<file path="config.mk">
export PLATFORM = sky130hd
export DESIGN_NAME = ddr_port_arbiter
export DESIGN_NICKNAME = d
export VERILOG_FILES = /design/src/rtl/ddr_port_arbiter_pkg.sv /design/src/rtl/ddr_port_arbiter_rr_arbiter2.sv /design/src/rtl/ddr_port_arbiter.sv
export SDC_FILE = /design/constraint.sdc
export NUM_CORES = 1
export LEC_CHECK = 0
export ABC_AREA = 1
export CAP_MARGIN = 20
export CORE_MARGIN = 8
export CORE_UTILIZATION = 42
export DETAILED_ROUTE_END_ITERATION = 8
export PLACE_DENSITY_LB_ADDON = 0.25
export RECOVER_POWER = 25
export SLEW_MARGIN = 20
export SYNTH_ARGS = -nofsm -noshare
export SYNTH_HDL_FRONTEND = slang
export SYNTH_SLANG_ARGS = --single-unit
</file>
<file path="constraint.sdc">
create_clock -name clk -period 1.5 [get_ports clk]
set_input_delay 0.45 -clock clk [delete_from_list [all_inputs] [get_ports clk]]
set_output_delay 0.45 -clock clk [all_outputs]
set_load 0.03 [all_outputs]
</file>
<file path="src/rtl/ddr_port_arbiter_pkg.sv">
// ddr_port_arbiter_pkg: shared state encoding and DDR address width for the port arbiter
package ddr_port_arbiter_pkg;
  localparam int DDR_ADDR_W = 25;
  typedef enum logic [1:0] {
    ST_IDLE = 2'd0,
    ST_REQ  = 2'd1,
    ST_RESP = 2'd2
  } state_e;
endpackage

</file>
<file path="src/rtl/ddr_port_arbiter_rr_arbiter2.sv">
// rr_arbiter2: two-input grant picker, round-robin against last owner or fixed s0 priority
module rr_arbiter2 (
  input  logic [1:0] req_i,
  input  logic       last_i,
  input  logic       fixed_i,
  output logic       gnt_o,
  output logic       gnt_valid_o
);
  assign gnt_valid_o = |req_i;
  assign gnt_o = &req_i ? (!fixed_i && !last_i) : req_i[1];
endmodule

</file>
<file path="src/rtl/ddr_port_arbiter.sv">
// ddr_port_arbiter: shares one ddr_cache system port between two requesters
module ddr_port_arbiter
  import ddr_port_arbiter_pkg::*;
#(
  parameter bit FIXED_PRIORITY = 1'b0,
  parameter int ADDR_W         = DDR_ADDR_W
) (
  input  logic              clk,
  input  logic              rst,
  input  logic              s0_valid,
  input  logic [ADDR_W-1:0] s0_addr,
  input  logic [31:0]       s0_wdata,
  input  logic [3:0]        s0_wstrb,
  output logic              s0_ready,
  output logic [31:0]       s0_rdata,
  input  logic              s1_valid,
  input  logic [ADDR_W-1:0] s1_addr,
  input  logic [31:0]       s1_wdata,
  input  logic [3:0]        s1_wstrb,
  output logic              s1_ready,
  output logic [31:0]       s1_rdata,
  output logic              m_valid,
  output logic [ADDR_W-1:0] m_addr,
  output logic [31:0]       m_wdata,
  output logic [3:0]        m_wstrb,
  input  logic              m_ready,
  input  logic [31:0]       m_rdata,
  output logic              owner,
  output logic              busy
);
  state_e state_q, state_d;
  logic [ADDR_W-1:0] addr_q, addr_d;
  logic [31:0] wdata_q, wdata_d, rdata0_q, rdata0_d, rdata1_q, rdata1_d;
  logic [3:0] wstrb_q, wstrb_d;
  logic owner_q, owner_d;
  logic [1:0] ready_q, ready_d;
  logic gnt, gnt_valid;

  rr_arbiter2 u_rr (
    .req_i      ({s1_valid, s0_valid}),
    .last_i     (owner_q),
    .fixed_i    (FIXED_PRIORITY),
    .gnt_o      (gnt),
    .gnt_valid_o(gnt_valid)
  );

  always_comb begin
    state_d  = state_q;
    addr_d   = addr_q;
    wdata_d  = wdata_q;
    wstrb_d  = wstrb_q;
    owner_d  = owner_q;
    ready_d  = 2'b00;
    rdata0_d = rdata0_q;
    rdata1_d = rdata1_q;
    if (state_q == ST_IDLE && gnt_valid) begin
      state_d = ST_REQ;
      owner_d = gnt;
      addr_d  = gnt ? s1_addr : s0_addr;
      wdata_d = gnt ? s1_wdata : s0_wdata;
      wstrb_d = gnt ? s1_wstrb : s0_wstrb;
    end
    // requester valids are deliberately not consulted while a transaction is in flight
    if (state_q == ST_REQ && m_ready) begin
      state_d  = ST_RESP;
      ready_d  = owner_q ? 2'b10 : 2'b01;
      rdata0_d = owner_q ? rdata0_q : m_rdata;
      rdata1_d = owner_q ? m_rdata : rdata1_q;
    end
    if (state_q != ST_IDLE && state_q != ST_REQ) state_d = ST_IDLE;
  end

  always_ff @(posedge clk) begin
    if (rst) begin
      state_q  <= ST_IDLE;
      addr_q   <= '0;
      wdata_q  <= '0;
      wstrb_q  <= '0;
      owner_q  <= 1'b1;
      ready_q  <= 2'b00;
      rdata0_q <= '0;
      rdata1_q <= '0;
    end else begin
      state_q  <= state_d;
      addr_q   <= addr_d;
      wdata_q  <= wdata_d;
      wstrb_q  <= wstrb_d;
      owner_q  <= owner_d;
      ready_q  <= ready_d;
      rdata0_q <= rdata0_d;
      rdata1_q <= rdata1_d;
    end
  end

  assign m_valid  = state_q == ST_REQ;
  assign m_addr   = addr_q;
  assign m_wdata  = wdata_q;
  assign m_wstrb  = wstrb_q;
  assign s0_ready = ready_q[0];
  assign s1_ready = ready_q[1];
  assign s0_rdata = rdata0_q;
  assign s1_rdata = rdata1_q;
  assign owner    = owner_q;
  assign busy     = state_q != ST_IDLE;
endmodule

</file>
# After elaboration in Yosys (flattened, before gate mapping)
# Index checks and enable logic that the tools add are counted.
[word_totals]
elab_cells = 34
output_inout_bits = 130
ff_bits = 130
input_bits = 159
[classes]
mux = 7
n_reduce_logical = 14
eq_ne = 2
n_bitwise = 2
[op_table]
columns = ["operator", "n"]
rows = [
  ["two-way mux 32 bit", 1],
  ["two-way mux 25 bit", 1],
  ["two-way mux 2 bit", 3],
  ["AND reduction 2 bit", 3],
  ["OR reduction 2 bit", 3],
  ["two-way mux 4 bit", 1],
  ["nonzero test 2 bit", 2],
  ["logical AND 1 bit", 3],
  ["OR reduction 3 bit", 1],
  ["equality test 2 x 1 -> 1 bit, second input constant", 1],
  ["zero test 2 bit", 1],
  ["!= test 2 x 1 -> 1 bit, second input constant", 1],
  ["inverter 1 bit", 2],
  ["zero test 1 bit", 1],
  ["two-way mux 1 bit", 1],
]

# Depth between registers and ports, before layout
# Gate-level depths: netlist of the first run.
[depth]
depth_word = 4
depth_mapped = 8
ltp_nobuf = 6

# Modules after synthesis
# From an unflattened synthesis of the first run, not the netlist that was laid out.
[hier_totals]
cells_unflattened = 903
hier_area_um2 = 5808.1
[by_module_without_submodules]
columns = ["module", "n_inst", "seq_area_each_um2", "cells_per_inst", "area_per_inst_um2"]
rows = [
  ["ddr_port_arbiter", 1, 2602.5, 896, 5771.8],
  ["rr_arbiter2", 1, 0.0, 7, 36.3],
]

# Worst setup path before layout of the first run
# No wires, ideal clock.
[synth_timing]
path_kind = "register to register"
startpoint = "register owner_q, in the netlist owner"
endpoint = "register addr_q[10], in the netlist m_addr[10]"
setup_slack_ps = 91
stages_incl_launch_ff = 8
n_path_buf = 2
setup_ps = 111
t_arrival_ps = 1298
required_ps = 1389
period_less_slack_ps = 1409
path_cell_list = "dfxtp_1 -> nand2_1 -> nand2_1 -> buf_4 -> buf_2 -> nor2_1 -> nor2_1 -> nor2_1"
[synth_between]
elab_chain_cells = 3
[synth_rtl]
columns = ["item", "line_no", "rtl"]
rows = [
  ["start: declaration", "ddr_port_arbiter.sv:35", "logic owner_q, owner_d;"],
  ["start signal: assignment", "ddr_port_arbiter.sv:88", "owner_q <= owner_d;"],
  ["zero test 1 bit", "ddr_port_arbiter_rr_arbiter2.sv:10", "assign gnt_o = &req_i ? (!fixed_i && !last_i) : req_i[1];"],
  ["two-way mux 1 bit", "ddr_port_arbiter_rr_arbiter2.sv:10", ""],
  ["two-way mux 25 bit", "ddr_port_arbiter.sv:59", "addr_d = gnt ? s1_addr : s0_addr;"],
  ["end signal: assignment", "ddr_port_arbiter.sv:85", "addr_q <= addr_d;"],
  ["end: declaration", "ddr_port_arbiter.sv:32", "logic [ADDR_W-1:0] addr_q, addr_d;"],
]
# No other way between the ends.
# A chain may end at the register's enable or synchronous reset.

# Worst setup path after layout of the first run
[layout_timing]
startpoint = "register state_q[0]"
endpoint = "output m_valid"
[layout_between]
elab_chain_cells = 1
[layout_rtl]
columns = ["item", "line_no", "rtl"]
rows = [
  ["start: declaration", "ddr_port_arbiter.sv:31", "state_e state_q, state_d;"],
  ["start signal: assignment", "ddr_port_arbiter.sv:84", "state_q <= state_d;"],
  ["equality test 2 x 1 -> 1 bit", "ddr_port_arbiter.sv:95", "assign m_valid = state_q == ST_REQ;"],
  ["end: declaration", "ddr_port_arbiter.sv:22", "output logic m_valid,"],
]
# No other way between the ends.

==> reports/metrics.yaml, run 1 <==
outcome: "finished with violations"
violations: "setup timing"
cts_tree: "done"
intPower_mw: 8.02
whs_path_depth: 2
crit_required_ns: 1.05
r2r_cells: 8
slowest_stage: "dfxtp_2"
power.share.clock_pct: 32.8
start_util_pct: 42.2
clock_path_buffers: 2
power.total_mw: 11.9
rr_endpoint: "m_addr[19]"
max_stage_delay_ns: 0.35
seqPwrFrac_pct: 34.5
antenna_found_initial: 0
worst_slew_pin_slew_ns: 0.356
hold_viol: 0
grtUsageMet3_pct: 10.0
die_w_um: 139
r2r_start: "state_q[1]"
drv_slew: 0
swShare_pct: 32.4
syn_to_final_growth_pct: 65.1
slew_headroom_pct: 76.3
cts_buffers: 17
die_h_um: 139
cellPowerDensity_nw_per_um2: 1140
synth_top_area_share_pct: 41.2
core_um2: 15000
grt_use_total_pct: 21.7
cts_root_buf: "clkbuf_16"
layout_setup_ws_ns: -0.000484
ys_seq_area_share_pct: 41.2
power.switching_mw: 3.85
rsz0062_at_grt: "true"
gr-usage-met2_pct: 37.9
dpl.hpwl_mm: 15.8
grtUsageMet1_pct: 22.5
htree_levels: 4
cellLeakagePower_nw: 5.53
ios: 289
ys_warn_count: 0
num_antenna_cells: 0
cts_hold_buffers: 0
gp_congestion: 0.799
grt_pass1_vias: 6607
max_freq_mhz: 666
antenna_left: 0
vias: 6892
fin_crit_ns: 1.50
num_rows: 45
synthesis.area_um2: 6320
io_buffers: 288
clk_latency_ns: 0.41
final_util_pct: 69.6
cp-end-kind: "output pin"
synth_largest_area_cell: "dfxtp_1"
yosys.cell_types.count: 17
cp_cell_sequence: "inv_4 -> nor2_4 -> buf_6"
period_share_pct: 100
worstPathArrival_ns: 1.05
synth_top_cells_by_area: "dfxtp_1 41%, nand2_1 20%, nor2_1 19%"
synth_nets: 1238
finalSetupTns_ns: -0.000484
finClkSkew_ns: 0.00587
drv_cap: 0
vdd_drop_max_v: 0.000788
ys_seq_elements: 130
hold_end: "s0_rdata[15]"
synthCells: 1079
gr-max-usage-layer: "met2"
drt-total-wl_mm: 21.0
clk_pin_slew_ns: 0.05
grt_pass1_wl_mm: 33.6
fin_nets: 1519
grt_max_degree: 59
drt-pass1-iter-count: 6
avgViaCountPerCell: 4.42
die-area_um2: 19200
setup_viol: 1
drtIter0Drc: 390
power_frac_comb_pct: 32.7
critPathMaxFanout: 3
wl_per_cell_um: 13.5
cts_sinks: 130
synth_area_per_cell_um2: 5.86
placedCellCount: 1524
worst-setup-path-type: "reg2out"
drive_gt1_share_pct: 14.7
grt.overflow.total: 0
hold_path.class: "reg2reg"
drc: 0
regToRegSetupSlack_ns: 0.13
cp-start-kind: "register"
instances_no_fill: 1560
hp-start: "s0_rdata[15]"
worst max-delay path by stage:
stage	to	slack, ns	start
finish	m_valid	-0.0005	state_q[0]
global route	m_valid	-0.06	state_q[0]
CTS	m_valid	-0.03	state_q[0]
detailed placement	m_wdata[4]	-0.34	s1_valid
global placement	m_addr[19]	-0.31	s0_valid
floorplan	m_addr[10]	0.09	owner
critical path, delay by kind of cell (launching register included):
kind                   cells  cell delay [ns]
buffers and inverters      2             0.19
DFF                        1             0.35
and+or+nand+nor            1             0.10
area by class of cell:
class | count | area [um^2]
Inverter | 190 | 717
Tap cell | 188 | 235
Clock buffer | 22 | 474
Multi-Input combinational cell | 701 | 2770
Clock inverter | 9 | 82.6
Timing Repair Buffer | 320 | 3540
Fill cell | 1271 | 4550
Sequential cell | 130 | 2610
registers in the layout (all words and copies together), names as in the netlist:
name / cells
m_addr: 25
m_wdata: 32
m_wstrb: 4
owner: 1
ready_q: 2
s0_rdata: 32
s1_rdata: 32
state_q: 2
what timing repair did:
item / in CTS / in global routing
hold endpoints to repair: 0 / 0
resized for setup: 222 / 15
setup endpoints to repair: 48 / 11
cloned: 0 / 0
buffers inserted: 4 / 1
pin swaps: 2 / 1
stage by stage:
stage               area, um^2  setup slack [ns]  hold WS [ns]
global route             10400           -0.0583         0.498
finish                   10400         -0.000484         0.475
CTS                      10500           -0.0329         0.480
global placement         10000            -0.314         0.460
detailed placement       10000            -0.339         0.471
floorplan                 6320            0.0909         0.489
logic make-up (layout without fill, tap and decap cells):
| group | Yosys count | count (layout) | share of synthesized area (%) |
|---|---|---|---|
| buf+inv | 248 | 541 | 15.6 |
| flops | 130 | 130 | 41.2 |
| compound gates | 3 | 3 | 0.337 |
| simple gates | 698 | 698 | 42.9 |
layer usage:
metal	wire length, um	vias to the layer above
li1	-	3645
met1	8210	2991
met2	10400	231
met3	2010	25
met4	390	0
met5	0	-
power by group through the flow:
stage          registers (mW)  clock network (mW)  logic (mW)
2_1_floorplan            4.74                   0        1.30
3_3_place_gp             4.16                   0        3.91
3_5_place_dp             4.17                   0        3.95
4_1_cts                  4.10                3.95        3.93
5_1_grt                  4.14                4.13        4.23
6_report                 4.10                3.89        3.89
cell usage after synthesis, drive strengths merged:
library cell and n:
nand2 344, nor2 318, inv 190, dfxtp 130, buf 40, nand4 33, clkbuf 18, nand3 2
a21oi 1, nor3 1, o211ai 1, o21ai 1
placed cells by master (no fill, tap or decap), types with 3 or more instances in the layout:
cell type	synthesis	layout
inv_1	188	187
clkbuf_1	18	3
buf_4	1	43
clkinv_2	0	5
clkbuf_8	0	3
nand2_1	344	342
buf_6	1	4
clkdlybuf4s50_1	0	157
buf_2	33	45
nand4_1	33	33
buf_12	0	68
dfxtp_1	130	127
clkbuf_16	0	17
nor2_1	316	315
Power figures use the tool's default switching activity.
==> inputs of run 2 (changes only) <==
Settings changed: CAP_MARGIN 20 to 5, RECOVER_POWER 25 to default, SLEW_MARGIN 20 to 0.
==> run 2 against run 1 <==
- the run still ends with setup timing left
- final area is 0.14% higher
- sequential share of layout area hardly changed
- global-route usage unchanged
- clock-buffer cell count unchanged
- fmax about the same
- wire length down 0.22%
- first-iteration DRC count up 7.2%
- total power is essentially flat
- sequential power about the same
- critical endpoint unchanged
- largest cell class unchanged
- highest routed layer unchanged
==> reports/metrics.yaml, run 2 (synthesized netlist as in run 1, its figures left out) <==
outcome: "finished with violations"  # unchanged
violations: "setup timing"  # unchanged
die_h_um: 139  # unchanged
n_fill_cell: 1269  # was 1271
drtIter0Drc: 418  # was 390
crit_family: "flip-flops"  # unchanged
vdd_drop_max_v: 0.000789  # was 0.000788 V
ios: 289  # unchanged
cellPowerDensity_nw_per_um2: 1140  # about the same
hold_path.class: "reg2reg"  # unchanged
cp_cell_sequence: "inv_4 -> nor2_4 -> buf_6"  # unchanged
cp-start-kind: "register"  # unchanged
power.total_mw: 11.9  # about the same
hp-start: "s0_rdata[19]"  # was s0_rdata[15]
crit_required_ns: 1.05  # about the same
clk_pin_slew_ns: 0.05  # about the same
core_um2: 15000  # unchanged
htree_levels: 4  # unchanged
drt-total-wl_mm: 21.0  # about the same
regToRegSetupSlack_ns: 0.13  # about the same
drv_cap: 0  # unchanged
clk_latency_ns: 0.41  # about the same
max_freq_mhz: 666  # about the same
grt_max_degree: 59  # unchanged
max_stage_delay_ns: 0.35  # about the same
rsz0062_at_grt: "true"  # unchanged
io_buffers: 288  # unchanged
start_util_pct: 42.2  # unchanged
clock_path_buffers: 2  # unchanged
grt.overflow.total: 0  # unchanged
cellLeakagePower_nw: 5.53  # about the same
syn_to_final_growth_pct: 65.3  # was 65.1%
cts_buffers: 17  # unchanged
fin_nets: 1519  # unchanged
drt-pass1-iter-count: 5  # was 6
cts_root_buf: "clkbuf_16"  # unchanged
crit_buf_inv: 2  # unchanged
die_w_um: 139  # unchanged
drc: 0  # unchanged
worstPathArrival_ns: 1.05  # about the same
r2r_start: "state_q[1]"  # unchanged
slew_headroom_pct: 76.7  # was 76.3%
antenna_found_initial: 0  # unchanged
whs_path_depth: 2  # unchanged
setup_viol: 1  # unchanged
num_antenna_cells: 0  # unchanged
gp_congestion: 0.799  # unchanged
antenna_left: 0  # unchanged
rr_endpoint: "m_addr[19]"  # unchanged
avgViaCountPerCell: 4.42  # about the same
cp-end-kind: "output pin"  # unchanged
r2r_cells: 8  # unchanged
cts_sinks: 130  # unchanged
postPlaceCellArea_um2: 10000  # unchanged
finalInstanceArea_um2: 10400  # about the same
grt_pass1_wl_mm: 33.6  # unchanged
post-place-ws_ns: -0.339  # unchanged
critPathMaxFanout: 3  # unchanged
mostFrequentLayoutCell: "nand2_1"  # unchanged
grt_use_total_pct: 21.7  # unchanged
dpl.hpwl_mm: 15.8  # unchanged
layout_common_cells: "342 x nand2_1, 315 x nor2_1, 187 x inv_1, 158 x clkdlybuf4s50_1, 127 x dfxtp_1"  # was 342 x nand2_1, 315 x nor2_1, 187 x inv_1, 157 x clkdlybuf4s50_1, 127 x dfxtp_1
cts_hold_buffers: 0  # unchanged
cts_tree: "done"  # unchanged
hold_viol: 0  # unchanged
drive_gt1_share_pct: 14.8  # was 14.7%
vias: 6899  # was 6892
die-area_um2: 19200  # unchanged
period_share_pct: 100  # about the same
path_depth: 3  # unchanged
wl_per_cell_um: 13.5  # about the same
worst_slew_pin_slew_ns: 0.349  # was 0.356 ns
finClkSkew_ns: 0.00617  # was 0.00587 ns
worst-setup-path-type: "reg2out"  # unchanged
hold_end: "s0_rdata[19]"  # was s0_rdata[15]
finalSetupTns_ns: -0.000673  # was -0.000484 ns
fin_crit_ns: 1.50  # about the same
grt_pass1_vias: 6607  # unchanged
drv_slew: 0  # unchanged
whs_ns: 0.475  # about the same
layout_setup_ws_ns: -0.000673  # was -0.000484 ns
num_rows: 45  # unchanged
slowest_stage: "dfxtp_2"  # unchanged
-- run 2: cell count changes in the layout (fill, tap and decap cells not counted), sizes merged --
cell           previous run  this run
clkdlybuf4s50           157       158
buf                     160       162
clkbuf                   24        22
dlygate4sd3               1         0
-- run 2: worst min-delay path: cells and delay by family (launching register included) --
family	cells	cell delay (ns)
flip-flops	1	0.32
AND/OR/NAND/NOR	2	0.12
-- run 2: stage by stage --
step                      instances  util [%]
after global placement         1524      67.1
after floorplan                1079         -
after CTS                      1559      69.9
after detailed placement       1524      67.1
after global routing           1560      69.7
final                          1560      69.7
-- run 2: layer usage --
layer / track usage (%) / routed length (um) / vias up
li1: - / - / 3644
met1: 22.5 / 8120 / 2999
met2: 37.9 / 10400 / 229
met3: 10.0 / 2060 / 27
met4: 7.45 / 390 / 0
met5: 0 / 0 / -
-- run 2: area by class of cell --
cell class              count  area [um^2]  share of cell area (%)
flip-flops and latches    130         2610                    25.0
inverters                 190          717                    6.86
well taps                 188          235                    2.25
clock inverters             9         82.6                   0.791
multi-input cells         701         2770                    26.5
clock buffers              22          474                    4.54
repair buffers            320         3560                    34.1
-- run 2: worst max-delay path by stage --
stage | startpoint | endpoint | slack, ns
finish | state_q[0] | m_valid | -0.0007
global route | state_q[0] | m_valid | -0.06
CTS | state_q[0] | m_valid | -0.03
detailed placement | s1_valid | m_wdata[4] | -0.34
global placement | s0_valid | m_addr[19] | -0.31
floorplan | owner | m_addr[10] | 0.09
-- run 2: repair_timing --
action,CTS,global route
gates resized for setup,222,15
pin swaps,2,1
buffers inserted,4,1
setup endpoints to repair,48,11
-- run 2: report_power, final --
group,switching (mW),leakage [nW],internal (mW)
logic,2.07,4.19,1.82
clock network,1.49,0.272,2.39
registers,0.284,1.07,3.81
